## config.mk

```make
export PLATFORM = sky130hd
export DESIGN_NAME = ctrl_fsm_mc_flat
export DESIGN_NICKNAME = d
export VERILOG_FILES = /design/src/rtl/ctrl_fsm_mc_pkg.sv /design/src/rtl/ctrl_fsm_mc_if.sv /design/src/rtl/ctrl_fsm_mc_decode.sv /design/src/rtl/ctrl_fsm_mc.sv /design/src/flat_wrapper.sv
export SDC_FILE = /design/constraint.sdc
export NUM_CORES = 1
export LEC_CHECK = 0
export BUFFER_PORTS_ARGS = -buffer_cell sky130_fd_sc_hd__buf_2
export CORE_ASPECT_RATIO = 2
export CORE_MARGIN = 4
export CORE_UTILIZATION = 46
export CTS_CLUSTER_SIZE = 10
export DETAILED_ROUTE_END_ITERATION = 8
export HOLD_SLACK_MARGIN = 0.06
export PLACE_DENSITY = 0.8
export SLEW_MARGIN = 40
export SYNTH_ARGS = -nofsm -noshare
export SYNTH_HDL_FRONTEND = slang
export SYNTH_SLANG_ARGS = --single-unit
```

## constraint.sdc

```tcl
create_clock -name clk -period 1.4 [get_ports clk]
set_clock_uncertainty 0.1 [all_clocks]
set_input_delay 0.14 -clock clk [delete_from_list [all_inputs] [get_ports clk]]
set_output_delay 0.14 -clock clk [all_outputs]
set_load 0.03 [all_outputs]
```

## src/rtl/ctrl_fsm_mc_pkg.sv

```systemverilog
// rtl/ctrl_fsm_mc_pkg.sv - ctrl_pkg: state encoding, opcodes and datapath select constants
package ctrl_pkg;

    typedef enum logic [2:0] {
        ST_IDLE    = 3'd0,
        ST_FETCH   = 3'd1,
        ST_DECODE  = 3'd2,
        ST_EXECUTE = 3'd3,
        ST_HALT    = 3'd4
    } state_t;

    localparam logic [3:0] OP_NOP    = 4'h0;
    localparam logic [3:0] OP_ADD    = 4'h1;
    localparam logic [3:0] OP_SUB    = 4'h2;
    localparam logic [3:0] OP_NOR    = 4'h3;
    localparam logic [3:0] OP_MOV_RS = 4'h4;
    localparam logic [3:0] OP_MOV_RD = 4'h5;
    localparam logic [3:0] OP_JZ_REG = 4'h6;
    localparam logic [3:0] OP_JZ_IMM = 4'h7;
    localparam logic [3:0] OP_JC_REG = 4'h8;
    localparam logic [3:0] OP_JC_IMM = 4'hA;
    localparam logic [3:0] OP_SHL    = 4'hB;
    localparam logic [3:0] OP_SHR    = 4'hC;
    localparam logic [3:0] OP_LDI    = 4'hD;
    localparam logic [3:0] OP_HALT   = 4'hF;

    localparam logic [3:0] ALU_ADD = 4'b1000;
    localparam logic [3:0] ALU_SUB = 4'b1100;
    localparam logic [3:0] ALU_NOR = 4'b0100;
    localparam logic [3:0] ALU_SHL = 4'b0001;
    localparam logic [3:0] ALU_SHR = 4'b0011;

    localparam logic [1:0] ACC_ALU = 2'd0;
    localparam logic [1:0] ACC_REG = 2'd1;
    localparam logic [1:0] ACC_IMM = 2'd2;

    // Register-sourced jumps select the PC register path (SelPC = 1).
    function automatic logic isJumpReg(input logic [3:0] op);
        return (op == OP_JZ_REG) || (op == OP_JC_REG);
    endfunction

endpackage

```

## src/rtl/ctrl_fsm_mc_if.sv

```systemverilog
// rtl/ctrl_fsm_mc_if.sv - controller bus; Illegal present only with CTRL_ILLEGAL_TRAP_EN
interface ctrl_fsm_mc_if #(
    parameter int OPC_W     = 4,
    parameter int ALU_SEL_W = 4,
    parameter int ACC_SEL_W = 2,
    parameter int CNT_W     = 16
);
    logic                 run;
    logic [OPC_W-1:0]     Opcode;
    logic                 Z;
    logic                 C;
    logic                 LoadIR;
    logic                 IncPC;
    logic                 SelPC;
    logic                 LoadPC;
    logic                 LoadReg;
    logic                 LoadAcc;
    logic [ACC_SEL_W-1:0] SelAcc;
    logic [ALU_SEL_W-1:0] SelALU;
    logic                 Halted;
    logic [CNT_W-1:0]     InstrCount;
`ifdef CTRL_ILLEGAL_TRAP_EN
    logic                 Illegal;
`endif

    modport master (
        output run, Opcode, Z, C,
        input  LoadIR, IncPC, SelPC, LoadPC, LoadReg, LoadAcc, SelAcc, SelALU, Halted, InstrCount
`ifdef CTRL_ILLEGAL_TRAP_EN
        , input Illegal
`endif
    );

    modport slave (
        input  run, Opcode, Z, C,
        output LoadIR, IncPC, SelPC, LoadPC, LoadReg, LoadAcc, SelAcc, SelALU, Halted, InstrCount
`ifdef CTRL_ILLEGAL_TRAP_EN
        , output Illegal
`endif
    );

endinterface

```

## src/rtl/ctrl_fsm_mc_decode.sv

```systemverilog
// rtl/ctrl_fsm_mc_decode.sv - ctrl_decode: opcode + flags to EXECUTE strobes (CTRL_ILLEGAL_TRAP_EN traps unassigned)
module ctrl_decode
    import ctrl_pkg::*;
#(
    parameter int OPC_W     = 4,
    parameter int ALU_SEL_W = 4,
    parameter int ACC_SEL_W = 2
) (
    input  logic [OPC_W-1:0]     Opcode,
    input  logic                 Z,
    input  logic                 C,
    output logic                 IncPC,
    output logic                 SelPC,
    output logic                 LoadPC,
    output logic                 LoadReg,
    output logic                 LoadAcc,
    output logic [ACC_SEL_W-1:0] SelAcc,
    output logic [ALU_SEL_W-1:0] SelALU,
    output logic                 isHalt
`ifdef CTRL_ILLEGAL_TRAP_EN
    , output logic               isIllegal
`endif
);

    logic [3:0] op;
    logic       upperZero;
    logic       taken;
    logic       unassigned;

    // Map the opcode to its strobe set; unassigned codes fall back to NOP or trap.
    always_comb begin
        IncPC      = 1'b0;
        SelPC      = 1'b0;
        LoadPC     = 1'b0;
        LoadReg    = 1'b0;
        LoadAcc    = 1'b0;
        SelAcc     = '0;
        SelALU     = '0;
        isHalt     = 1'b0;
        taken      = 1'b0;
        unassigned = 1'b0;
`ifdef CTRL_ILLEGAL_TRAP_EN
        isIllegal  = 1'b0;
`endif
        op        = Opcode[3:0];
        upperZero = ((Opcode >> 4) == '0);

        if (!upperZero) begin
            unassigned = 1'b1;
        end else begin
            case (op)
                OP_NOP:    IncPC = 1'b1;
                OP_ADD:    begin SelALU = ALU_SEL_W'(ALU_ADD); LoadAcc = 1'b1; IncPC = 1'b1; end
                OP_SUB:    begin SelALU = ALU_SEL_W'(ALU_SUB); LoadAcc = 1'b1; IncPC = 1'b1; end
                OP_NOR:    begin SelALU = ALU_SEL_W'(ALU_NOR); LoadAcc = 1'b1; IncPC = 1'b1; end
                OP_SHL:    begin SelALU = ALU_SEL_W'(ALU_SHL); LoadAcc = 1'b1; IncPC = 1'b1; end
                OP_SHR:    begin SelALU = ALU_SEL_W'(ALU_SHR); LoadAcc = 1'b1; IncPC = 1'b1; end
                OP_MOV_RS: begin SelAcc = ACC_SEL_W'(ACC_REG); LoadAcc = 1'b1; IncPC = 1'b1; end
                OP_LDI:    begin SelAcc = ACC_SEL_W'(ACC_IMM); LoadAcc = 1'b1; IncPC = 1'b1; end
                OP_MOV_RD: begin LoadReg = 1'b1; IncPC = 1'b1; end
                OP_JZ_REG, OP_JZ_IMM, OP_JC_REG, OP_JC_IMM: begin
                    taken  = (op == OP_JZ_REG || op == OP_JZ_IMM) ? Z : C;
                    LoadPC = taken;
                    SelPC  = taken && isJumpReg(op);
                    IncPC  = !taken;
                end
                OP_HALT:   isHalt = 1'b1;
                default:   unassigned = 1'b1;
            endcase
        end

        if (unassigned) begin
`ifdef CTRL_ILLEGAL_TRAP_EN
            isHalt    = 1'b1;
            isIllegal = 1'b1;
`else
            IncPC     = 1'b1;
`endif
        end
    end

endmodule

```

## src/rtl/ctrl_fsm_mc.sv

```systemverilog
// rtl/ctrl_fsm_mc.sv - multi-cycle accumulator-CPU controller; optional CTRL_ILLEGAL_TRAP_EN
module ctrl_fsm_mc
    import ctrl_pkg::*;
#(
    parameter int OPC_W     = 4,
    parameter int ALU_SEL_W = 4,
    parameter int ACC_SEL_W = 2,
    parameter int CNT_W     = 16
) (
    input logic          clk,
    input logic          CLB,
    ctrl_fsm_mc_if.slave bus
);

    state_t               state, stateNext;
    logic                 loadIR, incPC, selPC, loadPC, loadReg, loadAcc, halted;
    logic                 loadIRNext, incPCNext, selPCNext, loadPCNext, loadRegNext, loadAccNext, haltedNext;
    logic [ACC_SEL_W-1:0] selAcc, selAccNext;
    logic [ALU_SEL_W-1:0] selALU, selALUNext;
    logic [CNT_W-1:0]     instrCount, countNext;
    logic                 haltPending;

    logic                 decIncPC, decSelPC, decLoadPC, decLoadReg, decLoadAcc, decHalt;
    logic [ACC_SEL_W-1:0] decSelAcc;
    logic [ALU_SEL_W-1:0] decSelALU;
`ifdef CTRL_ILLEGAL_TRAP_EN
    logic                 decIllegal, illegalPending, illegal, illegalNext;
`endif

    ctrl_decode #(
        .OPC_W    (OPC_W),
        .ALU_SEL_W(ALU_SEL_W),
        .ACC_SEL_W(ACC_SEL_W)
    ) u_decode (
        .Opcode   (bus.Opcode),
        .Z        (bus.Z),
        .C        (bus.C),
        .IncPC    (decIncPC),
        .SelPC    (decSelPC),
        .LoadPC   (decLoadPC),
        .LoadReg  (decLoadReg),
        .LoadAcc  (decLoadAcc),
        .SelAcc   (decSelAcc),
        .SelALU   (decSelALU),
        .isHalt   (decHalt)
`ifdef CTRL_ILLEGAL_TRAP_EN
        , .isIllegal(decIllegal)
`endif
    );

    // Next state, and the outputs belonging to that next state so they can be registered.
    always_comb begin
        stateNext   = state;
        loadIRNext  = 1'b0;
        incPCNext   = 1'b0;
        selPCNext   = 1'b0;
        loadPCNext  = 1'b0;
        loadRegNext = 1'b0;
        loadAccNext = 1'b0;
        selAccNext  = '0;
        selALUNext  = '0;
        haltedNext  = 1'b0;
        countNext   = instrCount;
`ifdef CTRL_ILLEGAL_TRAP_EN
        illegalNext = illegal;
`endif

        case (state)
            ST_IDLE:    if (bus.run) stateNext = ST_FETCH;
            ST_FETCH:   stateNext = ST_DECODE;
            ST_DECODE:  stateNext = ST_EXECUTE;
            ST_EXECUTE: begin
                countNext = instrCount + CNT_W'(1);
                if (haltPending)  stateNext = ST_HALT;
                else if (bus.run) stateNext = ST_FETCH;
                else              stateNext = ST_IDLE;
`ifdef CTRL_ILLEGAL_TRAP_EN
                illegalNext = illegal | illegalPending;
`endif
            end
            ST_HALT:    stateNext = ST_HALT;
            default:    stateNext = ST_IDLE;
        endcase

        case (stateNext)
            ST_FETCH:   loadIRNext = 1'b1;
            ST_EXECUTE: begin
                incPCNext   = decIncPC;
                selPCNext   = decSelPC;
                loadPCNext  = decLoadPC;
                loadRegNext = decLoadReg;
                loadAccNext = decLoadAcc;
                selAccNext  = decSelAcc;
                selALUNext  = decSelALU;
            end
            ST_HALT:    haltedNext = 1'b1;
            default:    ;
        endcase
    end

    // State and registered strobes; reset aborts any instruction in flight.
    always_ff @(posedge clk or posedge CLB) begin
        if (CLB) begin
            state   <= ST_IDLE;
            loadIR  <= 1'b0;
            incPC   <= 1'b0;
            selPC   <= 1'b0;
            loadPC  <= 1'b0;
            loadReg <= 1'b0;
            loadAcc <= 1'b0;
            selAcc  <= '0;
            selALU  <= '0;
            halted  <= 1'b0;
        end else begin
            state   <= stateNext;
            loadIR  <= loadIRNext;
            incPC   <= incPCNext;
            selPC   <= selPCNext;
            loadPC  <= loadPCNext;
            loadReg <= loadRegNext;
            loadAcc <= loadAccNext;
            selAcc  <= selAccNext;
            selALU  <= selALUNext;
            halted  <= haltedNext;
        end
    end

    // Retired counter, plus the halt/trap decision latched with the flags at the DECODE->EXECUTE edge.
    always_ff @(posedge clk or posedge CLB) begin
        if (CLB) begin
            instrCount     <= '0;
            haltPending    <= 1'b0;
`ifdef CTRL_ILLEGAL_TRAP_EN
            illegalPending <= 1'b0;
            illegal        <= 1'b0;
`endif
        end else begin
            instrCount <= countNext;
            if (state == ST_DECODE) begin
                haltPending    <= decHalt;
`ifdef CTRL_ILLEGAL_TRAP_EN
                illegalPending <= decIllegal;
`endif
            end
`ifdef CTRL_ILLEGAL_TRAP_EN
            illegal <= illegalNext;
`endif
        end
    end

    assign bus.LoadIR     = loadIR;
    assign bus.IncPC      = incPC;
    assign bus.SelPC      = selPC;
    assign bus.LoadPC     = loadPC;
    assign bus.LoadReg    = loadReg;
    assign bus.LoadAcc    = loadAcc;
    assign bus.SelAcc     = selAcc;
    assign bus.SelALU     = selALU;
    assign bus.Halted     = halted;
    assign bus.InstrCount = instrCount;
`ifdef CTRL_ILLEGAL_TRAP_EN
    assign bus.Illegal    = illegal;
`endif

endmodule
```

## src/flat_wrapper.sv

```systemverilog
// flat-port wrapper written by rule: the top's interface ports become plain ports
module ctrl_fsm_mc_flat import ctrl_pkg::*;
#(
    parameter int OPC_W     = 4,
    parameter int ALU_SEL_W = 4,
    parameter int ACC_SEL_W = 2,
    parameter int CNT_W     = 16
)
  (clk, CLB, bus_run, bus_Opcode, bus_Z, bus_C, bus_LoadIR, bus_IncPC, bus_SelPC, bus_LoadPC, bus_LoadReg, bus_LoadAcc, bus_SelAcc, bus_SelALU, bus_Halted, bus_InstrCount);
  ctrl_fsm_mc_if #(.OPC_W(OPC_W), .ALU_SEL_W(ALU_SEL_W), .ACC_SEL_W(ACC_SEL_W), .CNT_W(CNT_W)) bus_i ();
  input logic clk;
  input logic CLB;
  input wire logic [$bits(bus_i.run)-1:0] bus_run;
  input wire logic [$bits(bus_i.Opcode)-1:0] bus_Opcode;
  input wire logic [$bits(bus_i.Z)-1:0] bus_Z;
  input wire logic [$bits(bus_i.C)-1:0] bus_C;
  output wire logic [$bits(bus_i.LoadIR)-1:0] bus_LoadIR;
  output wire logic [$bits(bus_i.IncPC)-1:0] bus_IncPC;
  output wire logic [$bits(bus_i.SelPC)-1:0] bus_SelPC;
  output wire logic [$bits(bus_i.LoadPC)-1:0] bus_LoadPC;
  output wire logic [$bits(bus_i.LoadReg)-1:0] bus_LoadReg;
  output wire logic [$bits(bus_i.LoadAcc)-1:0] bus_LoadAcc;
  output wire logic [$bits(bus_i.SelAcc)-1:0] bus_SelAcc;
  output wire logic [$bits(bus_i.SelALU)-1:0] bus_SelALU;
  output wire logic [$bits(bus_i.Halted)-1:0] bus_Halted;
  output wire logic [$bits(bus_i.InstrCount)-1:0] bus_InstrCount;
  assign bus_i.run = bus_run;
  assign bus_i.Opcode = bus_Opcode;
  assign bus_i.Z = bus_Z;
  assign bus_i.C = bus_C;
  assign bus_LoadIR = bus_i.LoadIR;
  assign bus_IncPC = bus_i.IncPC;
  assign bus_SelPC = bus_i.SelPC;
  assign bus_LoadPC = bus_i.LoadPC;
  assign bus_LoadReg = bus_i.LoadReg;
  assign bus_LoadAcc = bus_i.LoadAcc;
  assign bus_SelAcc = bus_i.SelAcc;
  assign bus_SelALU = bus_i.SelALU;
  assign bus_Halted = bus_i.Halted;
  assign bus_InstrCount = bus_i.InstrCount;
  ctrl_fsm_mc #(.OPC_W(OPC_W), .ALU_SEL_W(ALU_SEL_W), .ACC_SEL_W(ACC_SEL_W), .CNT_W(CNT_W)) u_core (.clk(clk), .CLB(CLB), .bus(bus_i));
endmodule
```

==> results.txt <==
Tmin final - 1.467 ns
Commonest cells post-synth - dfrtp_1 (33), nand2_1 (12), xnor2_1 (10)
Max Freq - 0.6816 GHz
antenna viol nets, final - 0
Clk pin slew, worst setup/hold paths - 0.06 ns
Avg Vias per Cell - 5.400
setup violators final - 7
CP arrival - 1.56 ns
Post-Place Setup Slack - -0.1509 ns
leakage power - 0.001040 uW
final setup margin - -0.06716 ns
fin nets - 195
core area - 3013 sq um
DRC - 0
Post-Place Cell Area - 1793 sq um
Req. time, crit path - 1.50 ns
Mean Syn Cell Area - 11.68 sq um
Final Util - 66.90%
Synthesized Nets - 136
worst slew pin tran - 0.4680 ns
Netlist cell types - 33
post-synth top area cell - dfrtp_1
synthesized flop and latch total - 33
vias - 1161
Synth area leaders - dfrtp_1 (56%), xnor2_1 (6.0%), xor2_1 (3.6%)
ys async rst share - 100.0%
filler instances - 244
CTS Buf Count - 5
1st-iter DRT viols - 20
number of max-cap violations - 0
CP Launch Type - register
First-pass DRT Iterations - 4
Starting Density - 48.84%
Post-Syn Area - 1471 sq um
maximum VDD drop - 0.0009770 V
post-synth top area share - 56.12%
pwr dens - 1623 nW/um^2
post-synthesis sequential area ratio - 56.12%
Max-slew headroom - 68.80%
final hold slack - 0.07774 ns
Post-synth EDFFs - 0
Total Wirelength - 3165 um
die area - 4222 sq um
Area Growth Syn to Fin - 36.99%
setup TNS - -0.2580 ns
Worst Path Class, Setup - reg2reg
CTS tree - yes
n_diodes - 0
clock sink count - 33
largest net degree at the start of global routing - 34
clock buffer depth - 2
status - complete, but fails checks
first-pass GRT wire length - 5202 um
Synth Warn # - 0
io pins - 38
root buf cell - clkbuf_8
GPL Wtd Cong - 0.8491
H-Tree Depth - 2
Hold Crit Class - in2reg
vias in the first global route - 1217
row count - 28
RSZ-0062 raised after global routing - true
most frequently used flop master after synthesis - dfrtp_1
dpl hpwl - 2426 um
crit path capture type - register
CP max FO - 6
Total GRT Usage - 17.84%
failing checks - setup timing
share of cells above drive strength 1 - 47.03%
clock latency on the worst-skew pair - 0.27 ns
final standard cell area without fillers - 2016 sq um
port bufs - 37
Slew Viols, Final - 0
most common cell in the netlist - dfrtp_1
DIE WIDTH - 47.99 um
Die Height - 87.98 um
post-synthesis cell count - 126
grt ovf - 0
initial antenna violation count - 0
Tcrit/Tclk final - 104.8%
final hold violation count - 0
WL/cell - 14.72 um
==> cells by family (layout without fill, tap and decap cells) <==
| group | after synthesis | count (layout) | share of synthesized area (%) |
|---|---|---|---|
| compound gates | 12 | 12 | 5.952 |
| xor+xnor | 16 | 16 | 9.524 |
| fa+ha+maj | 1 | 1 | 0.8502 |
| buf+inv | 10 | 69 | 3.061 |
| flops | 33 | 33 | 56.12 |
| mux | 1 | 1 | 0.7653 |
| simple gates | 53 | 53 | 23.73 |
==> critical path: stages, from the launching register on <==
cell and delay, ns:
dfrtp_1 0.39, and3b_2 0.30, and3_4 0.23, nor3b_2 0.20, xor2_1 0.18
==> per-stage QoR <==
stage,cells,total power [uW]
after detailed placement,203,2474
after global placement,203,2431
after CTS,213,3272
after floorplan,126,2022
final,215,3271
after global routing,215,3472
==> per-layer routing <==
metal	GRT usage [%]	vias up	share of wire, %
li1	-	549	-
met2	31.72	39	56
met3	6.173	11	6.2
met1	15.98	562	34
met4	10.05	0	3.3
met5	0	-	0
==> placed cells by master, fill, tap and decap left out, drive strengths merged, types with 3 or more instances in the layout <==
cell type	Yosys	final
nor4b	3	3
o21ai	4	4
nor3	4	4
nor2b	4	4
nor4	3	3
inv	4	4
xnor2	10	10
nand2	12	12
and3	4	4
buf	1	55
clkbuf	5	7
nor2	7	7
a21oi	3	3
dfrtp	33	33
xor2	6	6
dlygate4sd3	0	3
nand4	5	5
==> sequential cells by signal, summed over array words and instances, names as in the netlist <==
name                   flops
u_core.bus.Halted          1
u_core.bus.IncPC           1
u_core.bus.InstrCount     16
u_core.bus.LoadAcc         1
u_core.bus.LoadIR          1
u_core.bus.LoadPC          1
u_core.bus.LoadReg         1
u_core.bus.SelALU          4
u_core.bus.SelAcc          2
u_core.bus.SelPC           1
u_core.haltPending         1
u_core.state               3
==> worst paths after layout <==
kind	endpoint	from	cells past startpoint	slack, ns
min	u_core.bus.SelALU[2]	bus_Opcode[2]	2	0.08
max reg2reg	u_core.bus.InstrCount[13]	u_core.state[2]	4	-0.07
min in group asynchronous	u_core.bus.InstrCount[10]	CLB	4	0.40
max	u_core.bus.InstrCount[13]	u_core.state[2]	4	-0.07
max in group asynchronous	u_core.bus.InstrCount[0]	CLB	4	0.49
min reg2reg	u_core.bus.InstrCount[15]	u_core.bus.InstrCount[15]	1	0.37
==> timing repair <==
| action | CTS | global route |
|---|---|---|
| endpoints found under the setup margin | 15 | 19 |
| endpoints found under the hold margin | 35 | 0 |
| gates resized for setup | 7 | 9 |
| pin swaps | 3 | 7 |
| setup buffers | 0 | 2 |
| hold buffers | 3 | 0 |
==> power breakdown <==
part           total (uW)  switching (uW)  leakage, uW  internal (uW)
clock                 689             300    0.0000443            389
sequential           1250             115     0.000436           1130
combinational        1330             783     0.000560            551
==> layout make-up <==
cell class	count	area, sq um	share of cell area, %
Timing Repair Buffer	58	350.3	17.38
Clock buffer	7	86.33	4.283
Multi-Input combinational cell	83	693.2	34.39
Inverter	4	15.01	0.7449
Tap cell	30	37.54	1.862
Sequential cell	33	833.3	41.34
Note: power is estimated with default switching activity, not from simulation.
